===== config.mk =====
export PLATFORM = sky130hd
export DESIGN_NAME = memory_requester
export DESIGN_NICKNAME = d
export VERILOG_FILES = /design/src/rtl/memory_channel_pkg.sv /design/src/rtl/memory_lane_unit.sv /design/src/rtl/memory_requester.sv
export SDC_FILE = /design/constraint.sdc
export NUM_CORES = 1
export LEC_CHECK = 0
export CAP_MARGIN = 20
export CORE_MARGIN = 5
export CORE_UTILIZATION = 49
export CTS_CLUSTER_SIZE = 28
export DETAILED_ROUTE_END_ITERATION = 7
export PLACE_DENSITY = 0.95
export REMOVE_ABC_BUFFERS = 1
export SLEW_MARGIN = 10
export SYNTH_ARGS = -nofsm -noshare
export SYNTH_HDL_FRONTEND = slang
export SYNTH_SLANG_ARGS = --single-unit

===== constraint.sdc =====
create_clock -name clock -period 8 [get_ports clock]
set_clock_uncertainty 0.15 [all_clocks]
set_input_delay 1.6 -clock clock [delete_from_list [all_inputs] [get_ports clock]]
set_output_delay 1.6 -clock clock [all_outputs]
set_load 0.02 [all_outputs]

===== src/rtl/memory_channel_pkg.sv =====
// Shared types for the word-addressed memory channel: funct3 codes, requester FSM states,
// channel request/response records and request legality helpers.
package memory_channel_pkg;

   localparam logic [2:0] FUNCT3_B  = 3'b000;
   localparam logic [2:0] FUNCT3_H  = 3'b001;
   localparam logic [2:0] FUNCT3_W  = 3'b010;
   localparam logic [2:0] FUNCT3_BU = 3'b100;
   localparam logic [2:0] FUNCT3_HU = 3'b101;

   typedef enum logic [2:0] {
      IDLE,
      RD_REQ,
      RD_WAIT,
      WR_REQ,
      WR_WAIT,
      RESP
   } requester_state_t;

   typedef struct packed {
      logic        write;
      logic [2:0]  funct3;
   } req_kind_t;

   typedef struct packed {
      logic        write;
      logic [31:0] address;
      logic [31:0] write_data;
   } mem_req_t;

   typedef struct packed {
      logic        error;
      logic [31:0] read_data;
   } mem_rsp_t;

   // Stores only come in B/H/W, and B/H stores exist only when read-modify-write is built in.
   function automatic logic funct3_legal(input logic write, input logic [2:0] funct3,
                                         input logic subword_en);
      if (write)
         return (funct3 == FUNCT3_W) ||
                (subword_en && ((funct3 == FUNCT3_B) || (funct3 == FUNCT3_H)));
      return (funct3 == FUNCT3_B) || (funct3 == FUNCT3_H) || (funct3 == FUNCT3_W) ||
             (funct3 == FUNCT3_BU) || (funct3 == FUNCT3_HU);
   endfunction

   function automatic logic misaligned(input logic [2:0] funct3, input logic [1:0] offset);
      case (funct3)
         FUNCT3_H, FUNCT3_HU: return offset[0];
         FUNCT3_W:            return offset != 2'b00;
         default:             return 1'b0;
      endcase
   endfunction

endpackage


===== src/rtl/memory_lane_unit.sv =====
// Byte-lane datapath for the requester: little-endian lane extract with sign/zero extension
// for loads, and byte/halfword merge into a read word for sub-word stores.
module memory_lane_unit
   import memory_channel_pkg::*;
(
   input  logic [31:0] read_word,
   input  logic [2:0]  funct3,
   input  logic [1:0]  offset,
   input  logic [31:0] store_data,
   output logic [31:0] load_data,
   output logic [31:0] merged_word
);

   logic [7:0]  byte_lane;
   logic [15:0] half_lane;

   always_comb begin
      byte_lane = read_word[{offset, 3'b000} +: 8];
      half_lane = offset[1] ? read_word[31:16] : read_word[15:0];
      case (funct3)
         FUNCT3_B:  load_data = {{24{byte_lane[7]}}, byte_lane};
         FUNCT3_BU: load_data = {24'h0, byte_lane};
         FUNCT3_H:  load_data = {{16{half_lane[15]}}, half_lane};
         FUNCT3_HU: load_data = {16'h0, half_lane};
         default:   load_data = read_word;
      endcase
   end

   // Only the addressed lanes are replaced; the rest of the old word is written back unchanged.
   always_comb begin
      merged_word = read_word;
      case (funct3)
         FUNCT3_B: merged_word[{offset, 3'b000} +: 8] = store_data[7:0];
         FUNCT3_H: begin
            if (offset[1])
               merged_word[31:16] = store_data[15:0];
            else
               merged_word[15:0] = store_data[15:0];
         end
         default:  merged_word = store_data;
      endcase
   end

endmodule


===== src/rtl/memory_requester.sv =====
// CPU-side initiator for the memory channel: one request at a time, word-aligned channel traffic.
// Define MEMORY_REQUESTER_SUBWORD_STORE_EN to build SB/SH as read-modify-write; otherwise they error.
module memory_requester
   import memory_channel_pkg::*;
#(
   parameter int ADDR_W = 32,
   parameter int DATA_W = 32
) (
   input  logic              clock,
   input  logic              clear_n,
   input  logic              req_valid,
   output logic              req_ready,
   input  logic              req_write,
   input  logic [2:0]        req_funct3,
   input  logic [ADDR_W-1:0] req_address,
   input  logic [DATA_W-1:0] req_write_data,
   output logic              rsp_valid,
   output logic              rsp_error,
   output logic [DATA_W-1:0] rsp_data,
   output logic              mem_valid,
   input  logic              mem_ready,
   output logic              mem_write,
   output logic [ADDR_W-1:0] mem_address,
   output logic [DATA_W-1:0] mem_write_data,
   input  logic              mem_rsp_valid,
   input  logic              mem_rsp_error,
   input  logic [DATA_W-1:0] mem_rsp_read_data,
   output logic              mem_rsp_ready
);

`ifdef MEMORY_REQUESTER_SUBWORD_STORE_EN
   localparam logic SUBWORD_EN = 1'b1;
`else
   localparam logic SUBWORD_EN = 1'b0;
`endif

   requester_state_t  state, next_state;
   logic [ADDR_W-1:0] addr_q;
   req_kind_t         kind_q;
   logic [DATA_W-1:0] wdata_q;
   logic [DATA_W-1:0] rsp_data_q;
   logic              rsp_error_q;
   logic [DATA_W-1:0] load_data;
   logic [DATA_W-1:0] merged_word;
   logic              req_ok;
   mem_rsp_t          mem_rsp;

   assign mem_rsp = {mem_rsp_error, mem_rsp_read_data};
   assign req_ok  = funct3_legal(req_write, req_funct3, SUBWORD_EN) &&
                    !misaligned(req_funct3, req_address[1:0]);

   memory_lane_unit u_lane (
      .read_word   (mem_rsp.read_data),
      .funct3      (kind_q.funct3),
      .offset      (addr_q[1:0]),
      .store_data  (wdata_q),
      .load_data   (load_data),
      .merged_word (merged_word)
   );

   always_ff @(posedge clock or negedge clear_n) begin
      if (!clear_n)
         state <= IDLE;
      else
         state <= next_state;
   end

   always_comb begin
      next_state = state;
      case (state)
         IDLE: begin
            if (req_valid) begin
               if (!req_ok)
                  next_state = RESP;
               else if (req_write && (req_funct3 == FUNCT3_W))
                  next_state = WR_REQ;
               else
                  next_state = RD_REQ;
            end
         end
         RD_REQ:  if (mem_ready) next_state = RD_WAIT;
         RD_WAIT: begin
            if (mem_rsp_valid)
               next_state = (!mem_rsp.error && kind_q.write) ? WR_REQ : RESP;
         end
         WR_REQ:  if (mem_ready) next_state = WR_WAIT;
         WR_WAIT: if (mem_rsp_valid) next_state = RESP;
         RESP:    next_state = IDLE;
         default: next_state = IDLE;
      endcase
   end

   // Handshake outputs are pure state decodes, so no mem_* input reaches the CPU side combinationally.
   always_comb begin
      req_ready     = 1'b0;
      rsp_valid     = 1'b0;
      mem_valid     = 1'b0;
      mem_write     = 1'b0;
      mem_rsp_ready = 1'b0;
      case (state)
         IDLE:    req_ready = 1'b1;
         RD_REQ:  mem_valid = 1'b1;
         WR_REQ: begin
            mem_valid = 1'b1;
            mem_write = 1'b1;
         end
         RD_WAIT, WR_WAIT: mem_rsp_ready = 1'b1;
         RESP:    rsp_valid = 1'b1;
         default: ;
      endcase
   end

   assign mem_address    = {addr_q[ADDR_W-1:2], 2'b00};
   assign mem_write_data = wdata_q;
   assign rsp_data       = rsp_data_q;
   assign rsp_error      = rsp_error_q;

   // wdata_q holds the raw store data until a sub-word read returns, then the merged word to write.
   always_ff @(posedge clock or negedge clear_n) begin
      if (!clear_n) begin
         addr_q      <= '0;
         kind_q      <= '0;
         wdata_q     <= '0;
         rsp_data_q  <= '0;
         rsp_error_q <= 1'b0;
      end else begin
         case (state)
            IDLE: begin
               if (req_valid) begin
                  addr_q      <= req_address;
                  kind_q      <= {req_write, req_funct3};
                  wdata_q     <= req_write_data;
                  rsp_data_q  <= '0;
                  rsp_error_q <= !req_ok;
               end
            end
            RD_WAIT: begin
               if (mem_rsp_valid) begin
                  if (mem_rsp.error) begin
                     rsp_error_q <= 1'b1;
                     rsp_data_q  <= '0;
                  end else if (kind_q.write) begin
                     wdata_q <= merged_word;
                  end else begin
                     rsp_data_q <= load_data;
                  end
               end
            end
            WR_WAIT: begin
               if (mem_rsp_valid)
                  rsp_error_q <= mem_rsp.error;
            end
            default: ;
         endcase
      end
   end

endmodule


Yosys cells after proc, flatten, opt, wreduce, memory -nomap -nowiden
Index checks and enable logic that the tools add are counted.
{"block": "classes", "add_sub_neg": 1, "eq_ne": 23, "shift": 3, "n_mux": 39, "reduce_logical": 25}
{"op": "32-bit 2-to-1 mux", "count": 8}
{"op": "32-bit case mux with 2 select lines", "count": 3}
{"op": "32-bit case mux with 4 select lines", "count": 1}
{"op": "16-bit 2-to-1 mux", "count": 3}
{"op": "32-bit bitwise mux", "count": 1}
{"op": "8-bit by 7-bit variable shift with 32-bit output, first input constant", "count": 1}
{"op": "32-bit by 6-bit indexed part select with 8-bit output", "count": 1}
{"op": "8-bit by 7-bit indexed part select with 32-bit output", "count": 1}
{"op": "3-bit 2-to-1 mux", "count": 7}
{"op": "3-bit == test, second input constant", "count": 6}
{"op": "2-bit inequality test, second input constant", "count": 8}
{"op": "3-bit case mux with 5 select lines", "count": 1}
{"op": "1-bit 2-to-1 mux", "count": 12}
{"op": "5-bit AND reduction", "count": 2}
{"op": "3-bit by 1-bit == test with 1-bit output, second input constant", "count": 3}
{"op": "3-bit by 2-bit == test with 1-bit output, second input constant", "count": 3}
{"op": "3-bit zero test", "count": 3}
{"op": "5-bit negation with 7-bit output", "count": 1}
{"op": "7-bit AND reduction", "count": 1}
{"op": "3-bit inequality test, second input constant", "count": 2}
{"op": "6-bit AND reduction", "count": 1}
{"op": "2-bit OR reduction", "count": 3}
{"op": "1-bit logical OR", "count": 4}
{"op": "4-bit AND reduction", "count": 1}
{"op": "other kinds (9)", "count": 14}
{"block": "word_totals", "ff_bits": 104, "out_inout_bits": 102, "word_cells": 99}

Logic depth before layout (Yosys ltp)
Gate-level depths: netlist of run 1.
{"block": "depth", "word_depth": 10, "mapped_depth": 10, "ltp_nobuf": 6}

By module
From an unflattened synthesis of run 1, not the netlist that was laid out.
{"block": "hier_totals", "cells_unflattened": 692, "area_unflattened_um2": 6442.4}
{"mod": "memory_requester", "instances": 1, "cells_each": 442, "area_each_um2": 4779.6, "seq_area_each_um2": 2602.5}
{"mod": "memory_lane_unit", "instances": 1, "cells_each": 250, "area_each_um2": 1662.8, "seq_area_each_um2": 0.0}

Worst setup path after synthesis of run 1
No wires, ideal clock.
{"block": "synth_path", "kind": "input -> register", "startpoint": "input port mem_rsp_error", "endpoint": "register wdata_q[0] (netlist: mem_write_data[0])", "setup_ns": 0.125, "arrival_ns": 2.718, "path_slack_ns": 5.008, "stages": 4, "path_buffers": 0, "path_cell_list": "nor4b_2 o211ai_1 a21oi_2 mux2_2"}
{"block": "synth_between", "elab_chain_cells": 2}
{"item": "start, declared", "line": "memory_requester.sv:26", "rtl": "input logic mem_rsp_error,"}
{"item": "2-bit inequality test (no source line)"}
{"item": "7-bit AND reduction (no source line)"}
{"item": "end signal, assigned", "line": "memory_requester.sv:132", "rtl": "wdata_q <= req_write_data;"}
{"item": "end signal, assigned", "line": "memory_requester.sv:143", "rtl": "wdata_q <= merged_word;"}
{"item": "end, declared", "line": "memory_requester.sv:40", "rtl": "logic [DATA_W-1:0] wdata_q;"}
No other way between the ends.
A chain may end at the register's enable or synchronous reset.

Final worst setup path of run 1
{"block": "layout_path", "startpoint": "register state[2]", "endpoint": "output port mem_write"}
{"block": "layout_between", "elab_chain_cells": 2}
{"item": "start, declared", "line": "memory_requester.sv:37", "rtl": "requester_state_t state, next_state;"}
{"item": "start signal, assigned", "line": "memory_requester.sv:65", "rtl": "state <= next_state;"}
{"item": "3-bit by 2-bit == test with 1-bit output", "line": "memory_requester.sv:100", "rtl": "case (state)"}
{"item": "1-bit 2-to-1 mux", "line": "memory_requester.sv:100"}
{"item": "end, declared", "line": "memory_requester.sv:22", "rtl": "output logic mem_write,"}
No other way between the ends.

==> metrics, run 1 <==
drt wl/cell roughly 21 um; port bufs about 200; fin crit period 3.787 ns; Overflow after GRT 0; gr usage total 0.2583; area post-placement approximately 7800 um2; Initial Utilization 0.4966; Routed WL 18570 um; layout cell share with drive strength beyond 1 0.1395; Finish-stage setup viols 0; crit path launch state[2]; cell area after layout about 8100 um2; clock insertion delay at the later pin of the skew report roughly 0.35 ns; n_diodes 0; Setup TNS 0 ns; IO Pins approximately 210; total placed cells including tap cells roughly 860; most area-hungry cell type in the Yosys netlist dfrtp_1; XOR/XNOR Fraction of Synth Area 0.002961; CP required 6.25 ns; mux contribution to synthesized area 0.1681; VDD IR max roughly 0.28 mV; num rows 40; largest family of logic cells by synthesized area compound AO/OA/AOI/OAI gates; reg2reg start addr_q[1]; Max Transition Viols Final 0; vias per std cell 6.023; synth unique cells 50; fin crit share 0.4733; Post-Synth Adder-Cell Area 0.01058; fill count about 890; Sink Count approximately 100; Tightest Hold Check Type register to register; core box area 11910 um2; Syn Inst Count ~570; # hold bufs at CTS 0; GP Congestion slightly above 0.9; Max Fclk around 260 MHz; main area contributors after synthesis dfrtp_1 (44%), mux2_2 (13%), a21oi_1 (4.9%); largest net degree at the start of global routing 75; asr flop ratio synth 1.000; top-count cell post-synth dfrtp_1; CTS resizes 0; vias between 5k and 6k; ys flop type dfrtp_1; die area roughly 14000 um2; CTS H-tree depth 3; Worst path slowest cell clkdlybuf4s50_1; Synth Area in Compound Gates 0.2140; detailed-router iteration count before antenna repair 5; register bit total from synthesis roughly 100; Seq/Total Area, Yosys 0.4399; Num CTS Buffers 9; clk root buf clkbuf_16; mean post-synth cell area ~10 um2; critical path class register to output port; area grow syn2layout 37.33%; Pwr Density a little under 400 nW/um2; RSZ-0062 raised after global routing false; Synth Warn # 0; Longest Clk Path Bufs 2; final worst setup slack 4.213 ns; Commonest cells post-synth dfrtp_1 (104), mux2_2 (67), a21oi_1 (58), buf_4 (35), a22oi_1 (33); largest stage delay on the critical path between 0.6 and 0.7 ns; DP HPWL between 10000 and 15000 um; initial antenna violation count 0; first-pass GRT wire length slightly below 30000 um; EDFF count, synth 0; crit path DAT 2.04 ns; Max-slew headroom 0.3489; HP Start rsp_data[3]; hold violation count in the final report 0; Nets 830; CP Cell Sequence inv_1, nand2_1, nor2_1, clkdlybuf4s50_1; vias in the first global route about 5.5k; maxcap violations 0; CP endpoint kind output port; post-route insts no fill roughly 870; clock-pin slew on the worst setup and hold paths approximately 0.07 ns; Die Width roughly 120 um; 1st-iter DRT viols a little over 500; Synth top area share 0.4399; Synth Area in Simple Gates 0.07466; overall die height roughly 120 um; DP Worst Slack 4.107 ns; CTS tree yes; outcome finished clean; Leakage around 3.4 nW; Slew @ Worst Pin 0.9766 ns; Netlist Area Pre-Place approximately 5900 um2; Final Util 0.6820; Residual DRC 0; critical-path maximum fanout 11; Post-DRT Antenna Nets 0; element type at the critical path start register; post-CTS setup buffer count 0
-- worst paths after layout --
kind	to	slack (ns)	cells after the start
worst min-delay path	rsp_data[3]	0.35	2
worst max-delay path	mem_write	4.21	4
min in group asynchronous	addr_q[21]	1.01	1
worst min register to register	rsp_data[3]	0.35	2
worst max register to register	mem_write_data[13]	5.08	6
max in group asynchronous	mem_write_data[20]	5.41	2
-- placed cells by master, fill, tap and decap left out, types with 2 or more instances in the layout --
cell type / count
nor3b_4: 2
nor4bb_1: 3
a22oi_1: 33
inv_6: 2
nor3_1: 2
nor2_1: 32
bufinv_16: 3
ha_1: 5
buf_4: 9
clkdlybuf4s50_1: 204
mux2_2: 67
a21oi_1: 58
inv_1: 18
o211ai_1: 4
clkbuf_16: 9
a311oi_1: 8
o21ai_0: 29
nand2_1: 30
conb_1: 2
clkbuf_8: 2
or3b_1: 2
a22o_1: 16
o31ai_1: 10
nand2b_1: 5
mux2i_1: 24
dfrtp_1: 104
a21oi_2: 2
and2_1: 2
a221o_1: 16
-- metal layers --
layer | up-vias | wire length [um] | global-route usage
li1 | 2367 | - | -
met4 | 0 | 626 | 0.1131
met3 | 49 | 2080 | 0.08860
met1 | 2527 | 7083 | 0.3080
met5 | - | 0 | 0
met2 | 303 | 8781 | 0.4241
-- report_power, final --
part           leakage (nW)  internal, mW  switching, mW
logic                  1.97         0.807          0.868
registers              1.29         0.739          0.234
clock network         0.177         0.325          0.198
-- stage by stage --
stage / power (mW) / hold WS, ns
after floorplan: 1.895 / 0.3693
after global placement: 2.572 / 0.3167
after detailed placement: 2.634 / 0.3256
after CTS: 3.169 / 0.3469
after global routing: 3.345 / 0.3696
final: 3.171 / 0.3476
-- cells by family (layout without fill, tap and decap cells) --
group | Yosys count | count (layout)
AOI/OAI and AO/OA | 186 | 186
DFF | 104 | 104
buffers and inverters | 93 | 248
muxes | 91 | 91
and+or+nand+nor | 86 | 86
adders and majority gates | 5 | 5
xor gates and xnor gates | 2 | 2
other | 1 | 2
-- worst max-delay path: cells and delay by family, from the launching register on --
family	cells	cell delay (ns)
and+or+nand+nor	2	0.32
buffers and inverters	2	0.83
DFF	1	0.53
-- registers in the layout, indices dropped and copies added, names as in the netlist --
signal	cells
rsp_error	1
state	3
kind_q	4
addr_q	32
mem_write_data	32
rsp_data	32
-- cell type report --
cell class | instances | area (um2) | area share
Multi-Input combinational cell | 372 | 2796 | 0.3442
Sequential cell | 104 | 2603 | 0.3203
Inverter | 19 | 71.32 | 0.008779
Clock inverter | 5 | 107.6 | 0.01325
Timing Repair Buffer | 213 | 2110 | 0.2597
Tap cell | 147 | 183.9 | 0.02264
Clock buffer | 11 | 252.7 | 0.03111
Power figures use the tool's default switching activity.
==> inputs of run 2 (changes only) <==
--- a/config.mk
+++ b/config.mk
@@ -7,10 +7,10 @@
 export LEC_CHECK = 0
 export CAP_MARGIN = 20
 export CORE_MARGIN = 5
-export CORE_UTILIZATION = 49
+export CORE_UTILIZATION = 41
 export CTS_CLUSTER_SIZE = 28
 export DETAILED_ROUTE_END_ITERATION = 7
-export PLACE_DENSITY = 0.95
+export PLACE_DENSITY = 0.86
 export REMOVE_ABC_BUFFERS = 1
 export SLEW_MARGIN = 10
 export SYNTH_ARGS = -nofsm -noshare
==> constraint.sdc (replaced) <==
create_clock -name clock -period 3.1 [get_ports clock]
set_clock_uncertainty 0.15 [all_clocks]
set_input_delay 0.62 -clock clock [delete_from_list [all_inputs] [get_ports clock]]
set_output_delay 0.62 -clock clock [all_outputs]
set_load 0.02 [all_outputs]
==> run 2 against run 1 <==
Hold slack got worse by 0.15 ns. Clock-buffer cell count did not move. First-iteration DRC count fell by 39%. Power rose to 2.5 times the previous value. Flip-flop and latch count did not move. Routed wire length fell by 1.0%. Combinational power rose to 2.6 times the previous value. Via count fell by 1.4%. Critical endpoint is now rsp_valid.
==> metrics, run 2 (same netlist as run 1, synthesis figures left out) <==
CP required 2.33 ns (was 6.25 ns); IO Pins 208 (unchanged); clock-pin slew on the worst setup and hold paths 0.07 ns (about the same); GP Congestion 0.8984 (was 0.9061); die area 16930 um2 (was 14370 um2); fin crit share 0.8704; Worst path slowest cell clkdlybuf4s50_1 (unchanged); Final Power 7.933 mW (was 3.171 mW); post-CTS setup buffer count 0 (unchanged); layout cell share with drive strength beyond 1 0.1514 (was 0.1395); DP Worst Slack 0.2910 ns (was 4.107 ns); CTS tree yes (unchanged); Die Width 130.1 um (was 119.9 um); final worst setup slack 0.4017 ns (was 4.213 ns); Post-DRT Antenna Nets 0 (unchanged); RSZ-0062 raised after global routing false (unchanged); overall die height 130.1 um (was 119.9 um); multi-input logic area 2798 um2 (was 2796 um2); fill count 1198 (was 893); Bufs and invs on worst path 2 (unchanged); Sink Count 104 (unchanged); vias in the first global route 5315 (was 5463); clk root buf clkbuf_16 (unchanged); vias per std cell 5.642 (was 6.023); fin crit period roughly 2.7 ns; commonest cells after routing, fill and taps aside clkdlybuf4s50_1 (204), dfrtp_1 (104), mux2_2 (67), a21oi_1 (58), a22oi_1 (33) (unchanged); maxcap violations 0 (unchanged); Nets 839 (was 830); largest net degree at the start of global routing 60 (was 75); Max Transition Viols Final 0 (unchanged); area post-placement 7879 um2 (was 7764 um2); CTS resizes 0 (unchanged); area grow syn2layout 37.99% (was 37.33%); vias 5174 (was 5246); 1st-iter DRT viols 317 (was 519); Pwr Density 971.9 nW/um2 (was 390.3 nW/um2); crit-path leading delay family buffers and inverters (unchanged); drt wl/cell 20.05 um (was 21.32 um); CP endpoint kind output port (unchanged); # hold bufs at CTS 0 (unchanged); gr usage total 0.2155 (was 0.2583); Finish-stage setup viols 0 (unchanged); detailed-router iteration count before antenna repair 5 (unchanged); VDD IR max 0.4149 mV (was 0.2842 mV); Residual DRC 0 (unchanged); n_diodes 0 (unchanged); largest stage delay on the critical path 0.63 ns (was 0.64 ns); DP HPWL 13970 um (was 13900 um); commonest non-fill, non-tap cell in the layout clkdlybuf4s50_1 (unchanged); crit path DAT 1.93 ns (was 2.04 ns); element type at the critical path start register (unchanged); CP Cell Sequence inv_1, nor3_1, clkdlybuf4s50_1 (was inv_1, nand2_1, nor2_1, clkdlybuf4s50_1); clock insertion delay at the later pin of the skew report 0.35 ns (about the same); Slew @ Worst Pin 0.7809 ns (was 0.9766 ns); initial antenna violation count 0 (unchanged); Tightest Hold Check Type input pin to async pin (was register to register); Num CTS Buffers 9 (unchanged); Longest Clk Path Bufs 2 (unchanged); hold violation count in the final report 0 (unchanged); CTS H-tree depth 3 (unchanged); Leakage 3.449 nW (was 3.440 nW); cell area after layout 8163 um2 (was 8124 um2); Overflow after GRT 0 (unchanged); port bufs 205 (unchanged); Final Util 0.5681 (was 0.6820); core box area 14370 um2 (was 11910 um2); critical-path maximum fanout 11 (unchanged); Max-slew headroom 0.4794 (was 0.3489); FF/Latch Area 2603 um2 (unchanged); first-pass GRT wire length 28390 um (was 29430 um); outcome finished clean (unchanged); Initial Utilization 0.4117 (was 0.4966); num rows 44 (was 40); Max Fclk 370.6 MHz; Reg2Reg Setup Slack 0.49 ns (was 5.08 ns); Routed WL 18380 um (was 18570 um); critical path class register to output port (unchanged)
[run 2: changes by cell type in the layout (fill, tap and decap cells not counted)]
cell        change
and2_2          +1
clkinv_2        +3
buf_4           +9
clkinvlp_4      +1
inv_6           -2
and2_1          -1
clkinv_4        +1
bufinv_16       -3
[run 2: routing by layer]
metal	up-vias	GRT usage	routed length, um
met5	-	0	0
met4	0	0.09963	652
met2	269	0.3555	8882
met3	41	0.06263	1693
li1	2382	-	-
met1	2482	0.2600	7156
[run 2: per-stage QoR]
stage,cells,TNS [ns],hold slack (ns)
after global routing,917,0,0.2483
final,917,0,0.1965
after floorplan,495,-0.8374,0.1744
after global placement,901,0,0.3094
after CTS,917,0,0.2160
after detailed placement,901,0,0.3252
[run 2: report_power, final]
part | leakage (nW) | total (mW) | switching, mW | internal, mW
Combinational | 2.02 | 4.36 | 2.24 | 2.12
Sequential | 1.29 | 2.47 | 0.565 | 1.91
Clock | 0.141 | 1.10 | 0.518 | 0.587
Total | 3.45 | 7.93 | 3.32 | 4.61
[run 2: layout make-up]
cell class | instances | area share
inverter | 19 | 0.008737
multi-input combinational | 372 | 0.3427
clock buffer | 11 | 0.03096
tap | 184 | 0.02820
clock inverter | 5 | 0.003832
timing repair buffer | 222 | 0.2667
sequential | 104 | 0.3188
[run 2: final timing paths]
path | from | to | depth (start not counted)
min in group clock | rsp_data[5] | rsp_data[5] | 2
worst min-delay path | clear_n | mem_write_data[20] | 1
worst max register to register | state[1] | mem_write_data[9] | 4
worst min register to register | rsp_data[5] | rsp_data[5] | 2
max in group asynchronous | clear_n | rsp_data[7] | 2
worst max-delay path | state[2] | rsp_valid | 3
[run 2: worst register-to-register path, cell delays in order (launching register included)]
cell and delay, ns:
dfrtp_1 0.58, or3b_1 0.61, a21oi_1 0.54, or2_0 0.44, o31ai_1 0.15
==> inputs of run 3 (changes only) <==
==> constraint.sdc (replaced) <==
create_clock -name clock -period 2.4 [get_ports clock]
set_clock_uncertainty 0.15 [all_clocks]
set_input_delay 0.48 -clock clock [delete_from_list [all_inputs] [get_ports clock]]
set_output_delay 0.48 -clock clock [all_outputs]
set_load 0.02 [all_outputs]
==> run 3 against run 2 <==
Via count grew 1.1%. Power grew 33%. Register-to-register slack lost 0.24 ns. Core utilization grew 1.5 points. Setup slack lost 0.18 ns. Clock-buffer cell count grew 2. First-iteration DRC count grew 29%. Non-clock buffer count grew 15. Critical path type unchanged. Largest cell class unchanged. Highest routed layer unchanged.
==> metrics, run 3 (same netlist as run 1, synthesis figures left out) <==
Worst path slowest cell dfrtp_2 (was clkdlybuf4s50_1); Nets 854 (was 839); Residual DRC 0 (unchanged); Slew @ Worst Pin 0.4989 ns (was 0.7809 ns); crit path DAT 1.55 ns (was 1.93 ns); reg2reg path depth 6 (was 4); area grow syn2layout 41.67% (was 37.99%); Die Width 130.1 um (unchanged); Num CTS Buffers 9 (unchanged); num rows 44 (unchanged); largest stage delay on the critical path 0.50 ns (was 0.63 ns); overall die height 130.1 um (unchanged); initial antenna violation count 0 (unchanged); Comb power frac 0.558 (was 0.549); DP HPWL 14290 um (was 13970 um); Post-DRT Antenna Nets 0 (unchanged); Net Sw Frac 0.4076 (was 0.4184); worst hold endpoint rsp_data[4]; sequential share of power 0.295 (was 0.311); sw power 4.286 mW (was 3.319 mW); die area 16930 um2 (unchanged); Pwr Density 1255 nW/um2 (was 971.9 nW/um2); commonest cells after routing, fill and taps aside clkdlybuf4s50_1 (199), dfrtp_1 (101), mux2_2 (67), a21oi_1 (58), a22oi_1 (33) (was clkdlybuf4s50_1 (204), dfrtp_1 (104), mux2_2 (67), a21oi_1 (58), a22oi_1 (33)); clock insertion delay at the later pin of the skew report 0.35 ns (about the same); detailed-router iteration count before antenna repair 5 (unchanged); CP Cell Sequence xnor2_1, nor2_1, dlygate4sd2_1 (was inv_1, nor3_1, clkdlybuf4s50_1); largest net degree at the start of global routing 40 (was 60); Leakage 3.568 nW (was 3.449 nW); GP Congestion 0.8784 (was 0.8984); Tightest Hold Check Type register to register (was input pin to async pin); commonest non-fill, non-tap cell in the layout clkdlybuf4s50_1 (unchanged); critical path class register to output port (unchanged); layout cell share with drive strength beyond 1 0.1725 (was 0.1514); fin crit period between 2 and 2.5 ns; gr usage total 0.2138 (was 0.2155); Max Transition Viols Final 0 (unchanged); clk root buf clkbuf_16 (unchanged); CTS H-tree depth 3 (unchanged); outcome finished clean (unchanged); HP Start rsp_data[4]; CTS tree yes (unchanged); vias per std cell 5.614 (was 5.642); Worst Hold Depth 2; VDD IR max 0.6586 mV (was 0.4149 mV); Longest Clk Path Bufs 2 (unchanged); Setup TNS 0 ns (unchanged); Reg2Reg Setup Slack 0.25 ns (was 0.49 ns); Max Fclk between 400 and 500 MHz; vias 5232 (was 5174); drt wl/cell 19.88 um (was 20.05 um); fin crit share 0.9080; Finish-stage setup viols 0 (unchanged); CP endpoint kind output port (unchanged); Pint 6.229 mW (was 4.614 mW); Levels on crit path 3 (unchanged); Bufs and invs on worst path 1 (was 2); crit-path leading delay family flip-flops (was buffers and inverters); Overflow after GRT 0 (unchanged); clock-pin slew on the worst setup and hold paths 0.07 ns (about the same); reg2reg start state[0] (was state[1]); element type at the critical path start register (unchanged); core box area 14370 um2 (unchanged); CP required 1.77 ns (was 2.33 ns); FF-to-FF End mem_write_data[2] (was mem_write_data[9]); critical-path maximum fanout 11 (unchanged); clock network power share 0.148 (was 0.139); Routed WL 18530 um (was 18380 um); port bufs 205 (unchanged); maxcap violations 0 (unchanged); n_diodes 0 (unchanged); hold violation count in the final report 0 (unchanged); Initial Utilization 0.4117 (unchanged); IO Pins 208 (unchanged); Sink Count 104 (unchanged); vias in the first global route 5274 (was 5315); Final Power 10.51 mW (was 7.933 mW); 1st-iter DRT viols 410 (was 317); first-pass GRT wire length 28380 um (was 28390 um); Max-slew headroom 0.6659 (was 0.4794); RSZ-0062 raised after global routing false (unchanged)
[run 3: worst max-delay path by stage]
stage | from | end | slack [ns]
6_report | state[2] | mem_rsp_ready | 0.22
3_5_place_dp | mem_rsp_error | mem_write_data[6] | -0.02
5_1_grt | state[2] | rsp_valid | 0.13
3_3_place_gp | mem_rsp_error | mem_write_data[4] | 0.02
4_1_cts | addr_q[0] | mem_write_data[10] | 0.11
2_1_floorplan | addr_q[1] | mem_write_data[30] | -0.78
[run 3: area by class of cell]
type | instances | area, um2
Fill cell | 1174 | 5988
Timing Repair Buffer | 237 | 2349
Clock buffer | 13 | 270.3
Inverter | 19 | 71.32
Sequential cell | 104 | 2606
Clock inverter | 3 | 46.29
Multi-Input combinational cell | 372 | 2808
Tap cell | 184 | 230.2
[run 3: worst min-delay path: cells and delay by family, from the launching register on]
family             cells  cell delay [ns]
and+or+nand+nor        1             0.05
DFF                    1             0.34
AOI/OAI and AO/OA      1             0.07
[run 3: timing repair]
action                                  CTS  global route
pin swaps                                 0             0
buffers inserted                          0             0
hold buffers                              1             0
resized for setup                         9             1
endpoints found under the setup margin    5             6
gates cloned                              0             0
hold endpoints to repair                 32             0
[run 3: power by group through the flow]
stage	sequential (mW)	clock [mW]	combinational, mW
after floorplan	3.89	0	2.43
after global placement	3.08	0	5.77
after detailed placement	3.11	0	5.87
after CTS	3.10	1.59	5.87
after global routing	3.19	1.66	6.29
final	3.10	1.55	5.86
[run 3: metal layers]
metal / track usage / up-vias / part of all wire
met2: 0.3512 / 234 / 0.49
met4: 0.09413 / 0 / 0.031
met3: 0.05280 / 34 / 0.081
met1: 0.2674 / 2546 / 0.40
met5: 0 / - / 0
li1: - / 2418 / -
[run 3: metrics by stage]
stage               worst slack, ns  std cells  cell area (um2)  hold WS, ns    util
finish                       0.2207        932             8381       0.3518  0.5832
CTS                          0.1115        932             8376       0.3556  0.5829
global placement            0.01682        915             8046       0.3159  0.5600
detailed placement         -0.02014        915             8046       0.3142  0.5600
global route                 0.1286        932             8381       0.3778  0.5832
floorplan                   -0.7822        495             5464      0.03441       -
